==> src/rtl/para2seri_if.sv <==
// ---------------------------------------------------------------------------
// para2seri_if
//   Handshake bundle between a pixel-word producer/serial consumer and the
//   para2seri converter.
//
//   WIDTH      bits per parallel word (must match the converter's WIDTH)
//   iSTART     start strobe, sampled by the converter only while idle
//   iDATA      parallel word, captured on the accepted start edge
//   iREADY     downstream accepts oPIXEL this cycle
//   oPIXEL     current serial bit
//   oVALID     oPIXEL is valid
//   oBUSY      converter is shifting a word out
//   oFinished  one-cycle pulse after the last bit has transferred
//
//   master : the side driving the word and ready (producer/sink/testbench)
//   slave  : the converter itself
// ---------------------------------------------------------------------------
interface para2seri_if #(
    parameter int WIDTH = 640
);
    logic             iSTART;
    logic [WIDTH-1:0] iDATA;
    logic             iREADY;
    logic             oPIXEL;
    logic             oVALID;
    logic             oBUSY;
    logic             oFinished;

    modport master (
        output iSTART, iDATA, iREADY,
        input  oPIXEL, oVALID, oBUSY, oFinished
    );

    modport slave (
        input  iSTART, iDATA, iREADY,
        output oPIXEL, oVALID, oBUSY, oFinished
    );
endinterface

==> src/rtl/para2seri.sv <==
// ---------------------------------------------------------------------------
// para2seri
//   Parallel-to-serial converter for the pixel path. Latches a WIDTH-bit word
//   on iSTART (while idle) and shifts it out one bit per accepted transfer
//   (oVALID && iREADY). A one-cycle oFinished pulse follows the last bit.
//
//   Ports:
//     iCLK    sole clock, rising edge
//     iRST_n  asynchronous active-low reset
//     bus     para2seri_if.slave (iSTART, iDATA, iREADY / oPIXEL, oVALID,
//             oBUSY, oFinished)
//
//   Parameters:
//     WIDTH   bits per word, 2..4096 (default 640, one pixel line)
//
//   Build option:
//     PARA2SERI_LSB_FIRST_EN  when defined, iDATA[0] is sent first and the
//                             register shifts right; otherwise MSB first.
//
//   Every output is a register bit; nothing combinational reaches the pins.
// ---------------------------------------------------------------------------
module para2seri #(
    parameter int WIDTH = 640
) (
    input logic       iCLK,
    input logic       iRST_n,
    para2seri_if.slave bus
);
    localparam int CNT_W = $clog2(WIDTH);
    localparam logic [CNT_W-1:0] LAST_BIT = CNT_W'(WIDTH - 1);

    typedef enum logic {IDLE, RUN} state_t;

    state_t           state;
    logic [WIDTH-1:0] shiftReg;
    logic [CNT_W-1:0] bitCnt;
    logic             valid;
    logic             busy;
    logic             finished;

    logic             xfer;
    logic [WIDTH-1:0] shiftNext;

    assign xfer = valid & bus.iREADY;

`ifdef PARA2SERI_LSB_FIRST_EN
    assign shiftNext  = {1'b0, shiftReg[WIDTH-1:1]};
    assign bus.oPIXEL = shiftReg[0];
`else
    assign shiftNext  = {shiftReg[WIDTH-2:0], 1'b0};
    assign bus.oPIXEL = shiftReg[WIDTH-1];
`endif

    assign bus.oVALID    = valid;
    assign bus.oBUSY     = busy;
    assign bus.oFinished = finished;

    always_ff @(posedge iCLK or negedge iRST_n) begin
        if (!iRST_n) begin
            state    <= IDLE;
            shiftReg <= '0;
            bitCnt   <= '0;
            valid    <= 1'b0;
            busy     <= 1'b0;
            finished <= 1'b0;
        end else begin
            case (state)
                IDLE: begin
                    // The finished cycle is itself an IDLE cycle, so a start
                    // here gives back-to-back words with a single gap cycle.
                    finished <= 1'b0;
                    if (bus.iSTART) begin
                        shiftReg <= bus.iDATA;
                        bitCnt   <= '0;
                        state    <= RUN;
                        valid    <= 1'b1;
                        busy     <= 1'b1;
                    end
                end
                RUN: begin
                    if (xfer) begin
                        // Shifting on the last bit too leaves the register
                        // zeroed, so oPIXEL rests at 0 between words.
                        shiftReg <= shiftNext;
                        if (bitCnt == LAST_BIT) begin
                            state    <= IDLE;
                            valid    <= 1'b0;
                            busy     <= 1'b0;
                            finished <= 1'b1;
                            bitCnt   <= '0;
                        end else begin
                            bitCnt <= bitCnt + CNT_W'(1);
                        end
                    end
                end
                default: state <= IDLE;
            endcase
        end
    end
endmodule
==> src/flat_wrapper.sv <==
// flat-port wrapper written by rule: the top's interface ports become plain ports
module para2seri_flat 
#(
    parameter int WIDTH = 640
)
  (iCLK, iRST_n, bus_iSTART, bus_iDATA, bus_iREADY, bus_oPIXEL, bus_oVALID, bus_oBUSY, bus_oFinished);
  para2seri_if #(.WIDTH(WIDTH)) bus_i ();
  input logic iCLK;
  input logic iRST_n;
  input wire logic [$bits(bus_i.iSTART)-1:0] bus_iSTART;
  input wire logic [$bits(bus_i.iDATA)-1:0] bus_iDATA;
  input wire logic [$bits(bus_i.iREADY)-1:0] bus_iREADY;
  output wire logic [$bits(bus_i.oPIXEL)-1:0] bus_oPIXEL;
  output wire logic [$bits(bus_i.oVALID)-1:0] bus_oVALID;
  output wire logic [$bits(bus_i.oBUSY)-1:0] bus_oBUSY;
  output wire logic [$bits(bus_i.oFinished)-1:0] bus_oFinished;
  assign bus_i.iSTART = bus_iSTART;
  assign bus_i.iDATA = bus_iDATA;
  assign bus_i.iREADY = bus_iREADY;
  assign bus_oPIXEL = bus_i.oPIXEL;
  assign bus_oVALID = bus_i.oVALID;
  assign bus_oBUSY = bus_i.oBUSY;
  assign bus_oFinished = bus_i.oFinished;
  para2seri #(.WIDTH(WIDTH)) u_core (.iCLK(iCLK), .iRST_n(iRST_n), .bus(bus_i));
endmodule
==> config.mk <==
export PLATFORM = sky130hd
export DESIGN_NAME = para2seri_flat
export DESIGN_NICKNAME = d
export VERILOG_FILES = /design/src/rtl/para2seri_if.sv /design/src/rtl/para2seri.sv /design/src/flat_wrapper.sv
export SDC_FILE = /design/constraint.sdc
export NUM_CORES = 1
export LEC_CHECK = 0
export ABC_CLOCK_PERIOD_IN_PS = 1930
export CAP_MARGIN = 20
export CORE_AREA = 3 3 253 255
export DETAILED_ROUTE_END_ITERATION = 10
export DIE_AREA = 0 0 256 258
export PLACE_DENSITY = 0.76
export REMOVE_ABC_BUFFERS = 1
export SLEW_MARGIN = 20
export SYNTH_ARGS = -nofsm -noshare
export SYNTH_HDL_FRONTEND = slang
export SYNTH_SLANG_ARGS = --single-unit
==> constraint.sdc <==
create_clock -name iCLK -period 1.93 [get_ports iCLK]
set_input_delay 0.579 -clock iCLK [delete_from_list [all_inputs] [get_ports iCLK]]
set_output_delay 0.579 -clock iCLK [all_outputs]
set_load 0.005 [all_outputs]
Word level (Yosys, flattened, before mapping) --
Cells that the tools add are included. Widths: inputs -> output; s select.
Word-level totals: input port bits 644, word-level logic and storage cells 33, register bits 653
Operators by class: bitwise operators 2, multiplexer cells 18, $add $sub $neg 1, eq/ne operators 4, reduce and logical (&&, ||, !) cells 3
Operators with widths (count):
- $mux 640 | 2
- $pmux 640 s2 | 1
- $mux 10 | 3
- $pmux 10 s2 | 1
- $add 10x1->10 const B | 1
- $eq 10x10->1 const B | 1
- $mux 1 | 8
- $ne 2x2->1 const B | 3
- $pmux 1 s2 | 3
- $reduce_and 2->1 | 2
- $reduce_and 3->1 | 1
- $and 1x1->1 | 1
- $not 1->1 | 1

Depth between registers and ports, before layout --
Gate-level depths: netlist of the first run.
word-level depth 4, depth in mapped cells 9, gate-level depth less buffers 5

Worst setup path before layout of the first run --
Ideal clock, no wire load.
path kind input to register, from input bus_iREADY, to register u_core.bitCnt[0], data arrival time 1677 ps, stages 7, slack 128 ps, setup time 125 ps, required time 1805 ps, path through and3_1 > buf_2 > a21oi_4 > buf_4 > buf_4 > nor2_1 > mux2_2
On the way: cells in the longest elaborated chain, start to end 3
Ends and longest elaborated chain:
- start: declaration | RTL line flat_wrapper.sv:12 | input wire logic [$bits(bus_i.iREADY)-1:0] bus_iREADY;
- $and 1x1->1 | RTL line para2seri.sv:44 | assign xfer = valid & bus.iREADY;
- $ne 2x2->1 (no line)
- $reduce_and 2->1 (no line)
- end signal: assignment | RTL line para2seri.sv:92 | bitCnt <= bitCnt + CNT_W'(1);
- end: declaration | RTL line para2seri.sv:36 | logic [CNT_W-1:0] bitCnt;
No other way between the ends. A chain may end at the register's enable or synchronous reset.

Final worst setup path of the first run --
from register u_core.finished (netlist: u_core.bus.oFinished), to output bus_oFinished
RTL lines:
- start: declaration | RTL line para2seri.sv:39 | logic finished;
- start signal: assignment | RTL line para2seri.sv:65 | finished <= 1'b0;
- start signal: assignment | RTL line para2seri.sv:71 | finished <= 1'b0;
- start signal: assignment | RTL line para2seri.sv:89 | finished <= 1'b1;
- end: declaration | RTL line flat_wrapper.sv:16 | output wire logic [$bits(bus_i.oFinished)-1:0] bus_oFinished;
No word-level cell between the ends.

==> results of run 1 <==
==> cells by family after synthesis <==
group | count (synthesis) | share of synthesized area, %
compound gates | 663 | 11.29
fa+ha+maj | 1 | 0.04204
buf+inv | 223 | 3.590
flops | 653 | 54.91
mux | 643 | 21.63
simple gates | 667 | 8.535
==> flip-flops by register name, indices dropped and copies added (netlist names) <==
register              cells
u_core.bus.oFinished      1
u_core.state              1
u_core.shiftReg         640
u_core.bus.oVALID         1
u_core.bitCnt            10
==> area by class of cell <==
type	count	area, µm²
fillers	4726	21770
flip-flops and latches	653	16340
multi-input cells	1974	12370
repair buffers	759	7956
clock buffers	102	2077
well taps	837	1047
clock inverters	22	191.4
diodes	22	55.05
inverters	4	15.01
==> report_power, final <==
| group | total, µW | internal, µW | leakage, µW | switching [µW] |
|---|---|---|---|---|
| clock network | 13200 | 7760 | 0.00111 | 5470 |
| logic | 8410 | 4270 | 0.0109 | 4140 |
| registers | 20000 | 17600 | 0.00894 | 2380 |
| total | 41700 | 29700 | 0.0210 | 12000 |
==> synthesized netlist by cell type (2+ instances only) <==
cell	instances	area, µm²
dfrtp_1	653	16340
nand2_1	646	2425
mux2i_1	642	6426
o21ai_1	584	2923
buf_2	101	505.5
clkbuf_1	72	270.3
o21ai_0	61	305.3
clkbuf_2	27	135.1
buf_4	19	142.6
nand3_1	7	35.03
a21oi_1	5	25.02
a31oi_1	4	25.02
inv_1	4	15.01
nor2_1	4	15.01
and3_1	3	18.77
nand4_1	3	18.77
o21a_1	3	22.52
a31o_2	2	17.52
==> repair_timing <==
action | in CTS | in global routing
hold endpoints to repair | 20 | 0
endpoints found under the setup margin | 4 | 35
hold buffers | 1 | 0
gates cloned | 0 | 1
resized for setup | 9 | 10
setup buffers | 1 | 0
==> worst max path at each step <==
stage	from	endpoint	slack, ns
floorplan	u_core.state	u_core.shiftReg[100]	-39.25
global placement	bus_iREADY	u_core.shiftReg[592]	-0.43
detailed placement	bus_iREADY	u_core.shiftReg[592]	-0.52
CTS	u_core.bus.oVALID	bus_oBUSY	-0.02
global route	u_core.bus.oVALID	u_core.shiftReg[369]	-0.02
finish	u_core.bus.oFinished	bus_oFinished	0.07
==> metal layers <==
metal | GRT usage, % | up-vias | wire length [µm]
met2 | 42.85 | 653 | 42350
li1 | - | 11080 | -
met3 | 5.864 | 142 | 5188
met1 | 31.01 | 11130 | 34000
met5 | 0 | - | 86
met4 | 10.26 | 12 | 2690
==> stage by stage <==
step                      hold WS [ns]  total power (µW)
after global placement          0.4604             27880
final                           0.4562             41650
after detailed placement        0.4702             28620
after CTS                       0.4310             41970
after floorplan                 0.2834             24900
after global routing            0.4629             44170
==> flow_summary_export.csv, run 1 <==
group,metric,value,unit
outcome,status,"finished clean",
setup_path,cp-start-kind,"flip-flop",
synth,synth_edf_count,0,
die,core,0.06183,mm²
cts,cts_root_buf,"clkbuf_16",
die,boundaryPins,648,
sta,worstMarginPinSlew,0.6508,ns
sta,relSlewSlack,56.62,%
placement,gp_congestion,0.8860,
sta,rsz0062_at_grt,"true",
global_routing,grt_antenna_before_repair,29,
setup_path,cp_top_family,"flip-flops",
setup_path,cp_num_buf_inv,1,
placement,dp.cells,4224,
pwr,ir_drop,0.6378,mV
sta,hold_violations,0,
synth,async_flop_share,100.0,%
setup_path,critical-path-slowest-cell,"dfrtp_1",
layout,drive_gt1_share,6.631,%
sta,slew_viol_final,0,
setup_path,crit_arrival,1.28,ns
setup_path,worstSetupPathType,"flip-flop to output pin",
min_path,hold_path_class,"input pin to asynchronous set/reset pin",
drt,drtIter0Drc,1510,
cts,htree_levels,3,
layout,fin_nets,4107,
drt,viasPerCell,5.262,
job,cap_violations,0,
sta,setup_violations,0,
die,row_count,91,
drt,vias,23010,
setup_path,reg2reg_setup_slack,0.07,ns
cts,cts.sinks,653,
placement,dpl_worst_slack,-0.5237,ns
setup_path,cp_data_required_time,1.35,ns
setup_path,slowest_delay,0.37,ns
global_routing,grt_max_degree,103,
setup_path,cp-end-kind,"output pin",
cts,cts_buffers,70,
layout,final_common_cell,"dfrtp_1",
synth,ys.flop_type,"dfrtp_1",
cts,cts_tree,"yes",
sta,clock_skew,0.02509,ns
setup_path,r2r_end,"u_core.shiftReg[592]",
layout,syn_to_final_growth,34.58,%
synth,avgSynthCellArea,10.44,µm²
drt,dr.pass1.iters,5,
synth,synth_cell_types,28,
global_routing,grt_pass1_vias,24060,
drt,drc,0,
die,fp.dieH,258,µm
synth,yosysWarningCount,0,
pwr,p_leak,0.02099,µW
sta,setup_slack,0.06903,ns
die,start_util,48.14,%
layout,layout.cells.non_filler,4373,
cts,clk_latency,0.59,ns
global_routing,grt_usage,25.16,%
drt,routed_wl,84310,µm
die,die_area,0.06605,mm²
synth,ys_seq_area_share,54.91,%
sta,fmax,537.4,MHz
setup_path,critPathMaxFanout,2,
layout,final_cell_mix,"dfrtp_1, mux2i_1, clkdlybuf4s50_1",
layout,fin_util,64.78,%
setup_path,reg2reg_depth,6,
setup_path,path_depth,1,
global_routing,grt-ovfl-total,0,
synth,syn_area,0.02976,mm²
placement,io_buffers,647,
global_routing,grt_pass1_wl,131400,µm
synth,synth-seq-cells,653,
placement,hpwl,62460,µm
placement,dpl-instance-area,0.03766,mm²
sta,fin_tns_setup,0,ns
layout,design_area,0.04005,mm²
synth,syn-instance-count,2850,
pwr,cellPowerDensity,1040,mW/mm²
sta,min_period_over_period,96.42,%
setup_path,crit_chain,"dlygate4sd2_1",
sta,final.min_clock_period,1.861,ns
cts,clk_path_buf_depth,3,
drt,ant_nets,0,
drt,wl_per_cell,19.28,µm
die,fp.dieW,256,µm
setup_path,r2r-start,"u_core.bus.oVALID",
cts,clk_pin_slew_worst_paths,0.06,ns
Power figures use the tool's default switching activity.
==> run 2, diff against run 1 <==
Settings changed: CORE_AREA 3 3 253 255 to default, CORE_MARGIN from default to 3, CORE_UTILIZATION from default to 50, DIE_AREA 0 0 256 258 to default, PLACE_DENSITY 0.76 to 0.79, TNS_END_PERCENT from default to 20.
==> run 2 against run 1 <==
  * Global-route usage rose by 1.8 points
  * Largest power group unchanged
  * First-iteration DRC count fell by 0.20%
  * Largest cell class unchanged
  * Cell count shrank 1.3%
  * Via count increased by 1.7%
  * Flip-flop and latch count did not move
==> flow_summary_export.csv, run 2 (same netlist as run 1, synthesis figures left out) <==
group,metric,value,unit
job,cap_violations,0,
global_routing,grt_max_degree,80,
global_routing,grt_usage,26.94,%
min_path,hold_path_class,"input pin to asynchronous set/reset pin",
global_routing,grt_pass1_vias,24290,
sta,worstMarginPinSlew,0.7976,ns
die,start_util,51.09,%
drt,drtIter0Drc,1507,
die,boundaryPins,648,
pwr,p_leak,0.02108,µW
drt,ant_nets,0,
die,die_area,0.06248,mm²
die,fp.dieH,250.0,µm
cts,clk_latency,0.60,ns
layout,final_common_cell,"dfrtp_1",
pwr,cellPowerDensity,1050,mW/mm²
layout,syn_to_final_growth,34.79,%
drt,wl_per_cell,20.02,µm
drt,viasPerCell,5.421,
drt,drc,0,
layout,design_area,0.04011,mm²
placement,gp_congestion,0.9203,
global_routing,grt-ovfl-total,0,
sta,fmax,518.4,MHz
sta,setup_violations,0,
setup_path,worstSetupPathType,"flip-flop to output pin",
layout,final_cell_mix,"dfrtp_1, nand2_1, mux2i_1, clkdlybuf4s50_1, o21ai_1",
setup_path,crit_arrival,1.35,ns
layout,largest_register_ffs,640,
cts,htree_levels,3,
die,fp.dieW,250.0,µm
global_routing,grt_pass1_wl,132600,µm
setup_path,cp-start-kind,"flip-flop",
placement,dpl-instance-area,0.03768,mm²
setup_path,cp-end-kind,"output pin",
cts,clk_path_buf_depth,3,
sta,min_period_over_period,99.94,%
layout,regMostFlops,"u_core.shiftReg",
drt,routed_wl,86430,µm
layout,drive_gt1_share,6.782,%
layout,fill_cells,4149,
layout,largestRegisters,"u_core.shiftReg (640), u_core.bitCnt (10)",
sta,rsz0062_at_grt,"true",
placement,hpwl,63630,µm
sta,relSlewSlack,46.83,%
sta,final.min_clock_period,1.929,ns
sta,slew_viol_final,0,
drt,vias,23400,
setup_path,critPathMaxFanout,3,
cts,cts_root_buf,"clkbuf_16",
sta,fin_tns_setup,0,ns
cts,cts.sinks,653,
cts,clk_pin_slew_worst_paths,0.06,ns
sta,clock_skew,0.02497,ns
placement,dp.cells,4166,
outcome,status,"finished clean",
cts,cts_tree,"yes",
layout,layout.cells.non_filler,4317,
die,core,0.05825,mm²
pwr,total_power,42120,µW
pwr,ir_drop,0.7675,mV
placement,io_buffers,647,
cts,cts_buffers,69,
die,row_count,88,
setup_path,cp_data_required_time,1.35,ns
sta,hold_violations,0,
drt,dr.pass1.iters,5,
layout,fin_nets,4120,
global_routing,grt_antenna_before_repair,41,
-- run 2: cell types whose count changed in the layout (fill, tap and decap cells not counted), moves of 3 or more --
| cell | previous run | this run |
|---|---|---|
| buf_4 | 61 | 73 |
| clkbuf_8 | 12 | 20 |
| clkinv_2 | 12 | 6 |
| diode_2 | 22 | 28 |
| nand2_1 | 640 | 646 |
| nand2_2 | 6 | 0 |
| clkinvlp_4 | 5 | 0 |
| buf_12 | 45 | 49 |
| clkbuf_16 | 75 | 71 |
| buf_16 | 3 | 0 |
| bufinv_16 | 2 | 5 |
-- run 2: report_power, final --
part | switching, µW | internal, µW | leakage [µW] | total (µW)
sequential | 2400 | 17600 | 0.00894 | 20000
clock | 5420 | 8190 | 0.00115 | 13600
combinational | 4220 | 4270 | 0.0110 | 8490
-- run 2: through the flow --
stage | setup WS (ns) | util [%] | hold slack (ns)
after floorplan | -39.25 | - | 0.2834
after global placement | -0.3512 | 64.70 | 0.4306
after detailed placement | -0.4148 | 64.70 | 0.4298
after CTS | -0.1607 | 68.74 | 0.3656
after global routing | -0.04809 | 68.85 | 0.3967
final | 0.001150 | 68.87 | 0.3941
-- run 2: final timing paths --
check,cells after the start,slack (ns),from,to
hold reg to reg,2,0.48,u_core.shiftReg[592],u_core.shiftReg[592]
setup / recovery,3,0.001,u_core.bus.oVALID,bus_oBUSY
min in group iCLK,2,0.48,u_core.shiftReg[592],u_core.shiftReg[592]
setup reg to reg,4,0.06,u_core.state,u_core.shiftReg[551]
max in group asynchronous,4,0.65,iRST_n,u_core.shiftReg[464]
hold / removal,2,0.39,iRST_n,u_core.shiftReg[68]
-- run 2: layout make-up --
type | count | area [µm²] | share of cell area, %
diodes | 28 | 70.07 | 0.1747
inverters | 4 | 15.01 | 0.03743
repair buffers | 773 | 8043 | 20.05
multi-input cells | 1974 | 12350 | 30.79
well taps | 765 | 957.2 | 2.386
flip-flops and latches | 653 | 16340 | 40.74
clock inverters | 15 | 230.2 | 0.5739
clock buffers | 105 | 2105 | 5.246
-- run 2: critical path, stage by stage, from the launching register on --
cell	delay, ns
dfrtp_1	0.39
buf_6	0.14
buf_6	0.13
clkbuf_2	0.11
-- run 2: timing repair --
item | in CTS | in global routing
hold endpoints to repair | 7 | 0
endpoints found under the setup margin | 4 | 4
buffers inserted | 1 | 1
pin swaps | 0 | 0
hold buffers | 1 | 0
resized for setup | 6 | 6
-- run 2: layer usage --
| metal | share of wire (%) | wire, µm | GRT usage [%] | vias to the layer above |
|---|---|---|---|---|
| met3 | 6.7 | 5784 | 6.722 | 200 |
| met1 | 40 | 34370 | 33.42 | 11350 |
| li1 | - | - | - | 11100 |
| met5 | 0.23 | 195 | 0 | - |
| met4 | 4.2 | 3604 | 12.16 | 26 |
| met2 | 49 | 42470 | 44.67 | 727 |
==> run 3, diff against run 2 <==
Settings changed: SETUP_SLACK_MARGIN from default to 0.2.
==> run 3 against run 2 <==
  * The flow now finishes with violations (setup timing)
  * Power increased by 1.6%
  * Largest cell class unchanged
  * Register-to-register slack improved by 0.02 ns
  * Critical path type unchanged
  * Worst setup slack got worse by 0.017 ns
  * Flip-flop and latch count unchanged
  * Cell count increased by 0.97%
  * Non-clock buffer count increased by 41
  * Fmax decreased by 0.87%
  * Hold slack got worse by 0.0012 ns
  * Sequential share of layout area decreased by 1.3 points
  * Highest routed layer unchanged
==> flow_summary_export.csv, run 3 (same netlist as run 1, synthesis figures left out) <==
group,metric,value,unit
setup_path,reg2reg_setup_slack,0.08,ns
setup_path,crit_chain,"buf_6 > buf_6 > buf_6",
global_routing,grt_pass1_wl,134100,µm
cts,cts.sinks,653,
setup_path,r2r-start,"u_core.state",
global_routing,grt_max_degree,80,
global_routing,grt-ovfl-total,0,
placement,hpwl,63630,µm
pwr,p_leak,0.02172,µW
min_path,hold_path_class,"input pin to asynchronous set/reset pin",
setup_path,crit_top_cell,"buf_6",
setup_path,cp_num_buf_inv,3,
layout,largest_register_ffs,640,
pwr,cellPowerDensity,1034,mW/mm²
drt,routed_wl,92990,µm
cts,clk_latency,0.61,ns
pwr,total_power,42810,µW
sta,relSlewSlack,50.39,%
outcome,violations,"setup timing",
global_routing,grt_antenna_before_repair,41,
sta,min_period_over_period,100.8,%
layout,syn_to_final_growth,39.08,%
die,start_util,51.09,%
layout,design_area,0.04139,mm²
cts,cts_buffers,69,
setup_path,reg2reg_depth,8,
layout,fill_cells,3948,
layout,regArea,0.01634,mm²
global_routing,grt_pass1_vias,24480,
placement,io_buffers,647,
setup_path,critPathMaxFanout,2,
placement,gp_congestion,0.9203,
sta,worstMarginPinSlew,0.7441,ns
pwr,ir_drop,0.7782,mV
cts,clk_pin_slew_worst_paths,0.06,ns
drt,ant_nets,0,
layout,largestRegisters,"u_core.shiftReg (640), u_core.bitCnt (10)",
sta,setup_violations,1,
drt,dr.pass1.iters,7,
cts,cts_tree,"yes",
sta,rsz0062_at_grt,"true",
placement,dpl_worst_slack,-0.4148,ns
sta,clock_skew,0.02592,ns
layout,multi_input_area,0.01236,mm²
die,fp.dieH,250.0,µm
drt,viasPerCell,5.534,
layout,regMostFlops,"u_core.shiftReg",
outcome,status,"complete, but fails checks",
die,die_area,0.06248,mm²
setup_path,crit_arrival,1.37,ns
layout,final_common_cell,"dfrtp_1",
setup_path,cp_top_family,"flip-flops",
die,core,0.05825,mm²
layout,fin_util,71.06,%
sta,fmax,513.9,MHz
job,cap_violations,0,
setup_path,cp-start-kind,"flip-flop",
setup_path,r2r_end,"u_core.shiftReg[80]",
setup_path,slowest_delay,0.40,ns
cts,htree_levels,3,
sta,hold_violations,0,
setup_path,critical-path-slowest-cell,"dfrtp_1",
setup_path,cp_data_required_time,1.35,ns
die,boundaryPins,648,
layout,drive_gt1_share,7.966,%
setup_path,worstSetupPathType,"flip-flop to output pin",
global_routing,grt_usage,27.33,%
die,row_count,88,
sta,final.min_clock_period,1.946,ns
drt,vias,24120,
sta,setup_slack,-0.01578,ns
placement,dpl-instance-area,0.03768,mm²
setup_path,cp-end-kind,"output pin",
layout,layout.cells.non_filler,4359,
cts,clk_path_buf_depth,3,
cts,cts_root_buf,"clkbuf_16",
die,fp.dieW,250.0,µm
drt,drtIter0Drc,1686,
placement,dp.cells,4166,
drt,drc,0,
sta,slew_viol_final,0,
drt,wl_per_cell,21.33,µm
layout,final_cell_mix,"dfrtp_1, nand2_1, clkdlybuf4s50_1",
layout,fin_nets,4161,
## run 3: cell count changes in the layout (fill, tap and decap cells not counted), moves of 2 or more
cell and change:
buf_4 -18, buf_8 +9, buf_2 +2, buf_6 +9
clkbuf_2 -2, clkbuf_16 +21, buf_16 +28, buf_12 -8
## run 3: layout make-up
cell class,count,area share (%)
clock inverter,15,0.5562
sequential,653,39.49
multi-input combinational,1974,29.86
inverter,4,0.03627
tap,765,2.313
antenna,29,0.1753
clock buffer,105,5.084
timing repair buffer,814,22.49
## run 3: repair_timing
action | in CTS | in global routing
endpoints found under the setup margin | 148 | 508
endpoints found under the hold margin | 7 | 0
hold buffers | 1 | 0
setup buffers | 4 | 9
gates resized for setup | 37 | 73
gates cloned | 4 | 26
## run 3: per-stage QoR
step	TNS [ns]	hold slack, ns
global placement	-153.55	0.4306
CTS	-0.03418	0.3656
detailed placement	-178.36	0.4298
finish	-0.01578	0.3930
floorplan	-	0.2834
global route	-0.05526	0.3972
## run 3: power by group
part	total (µW)	switching [µW]	internal [µW]	leakage [µW]
Clock	13700	5470	8190	0.00115
Combinational	9060	4460	4590	0.0116
Sequential	20100	2460	17600	0.00894
## run 3: how the worst max path moves through the flow
stage / from / end / slack, ns / depth (start not counted)
final: u_core.bus.oVALID / bus_oBUSY / -0.02 / 3
after global placement: bus_iREADY / u_core.shiftReg[590] / -0.35 / 6
after CTS: u_core.bus.oVALID / bus_oBUSY / -0.03 / 3
after detailed placement: bus_iREADY / u_core.shiftReg[71] / -0.41 / 7
after floorplan: u_core.state / u_core.shiftReg[100] / -39.25 / 3
after global routing: u_core.bus.oVALID / bus_oBUSY / -0.06 / 3
## run 3: metal layers
| metal | up-vias | wire [µm] | global-route usage [%] |
|---|---|---|---|
| li1 | 11220 | - | - |
| met1 | 11780 | 35950 | 33.54 |
| met2 | 872 | 45970 | 45.48 |
| met3 | 231 | 6587 | 6.961 |
| met4 | 24 | 4312 | 12.59 |
| met5 | - | 180 | 0 |
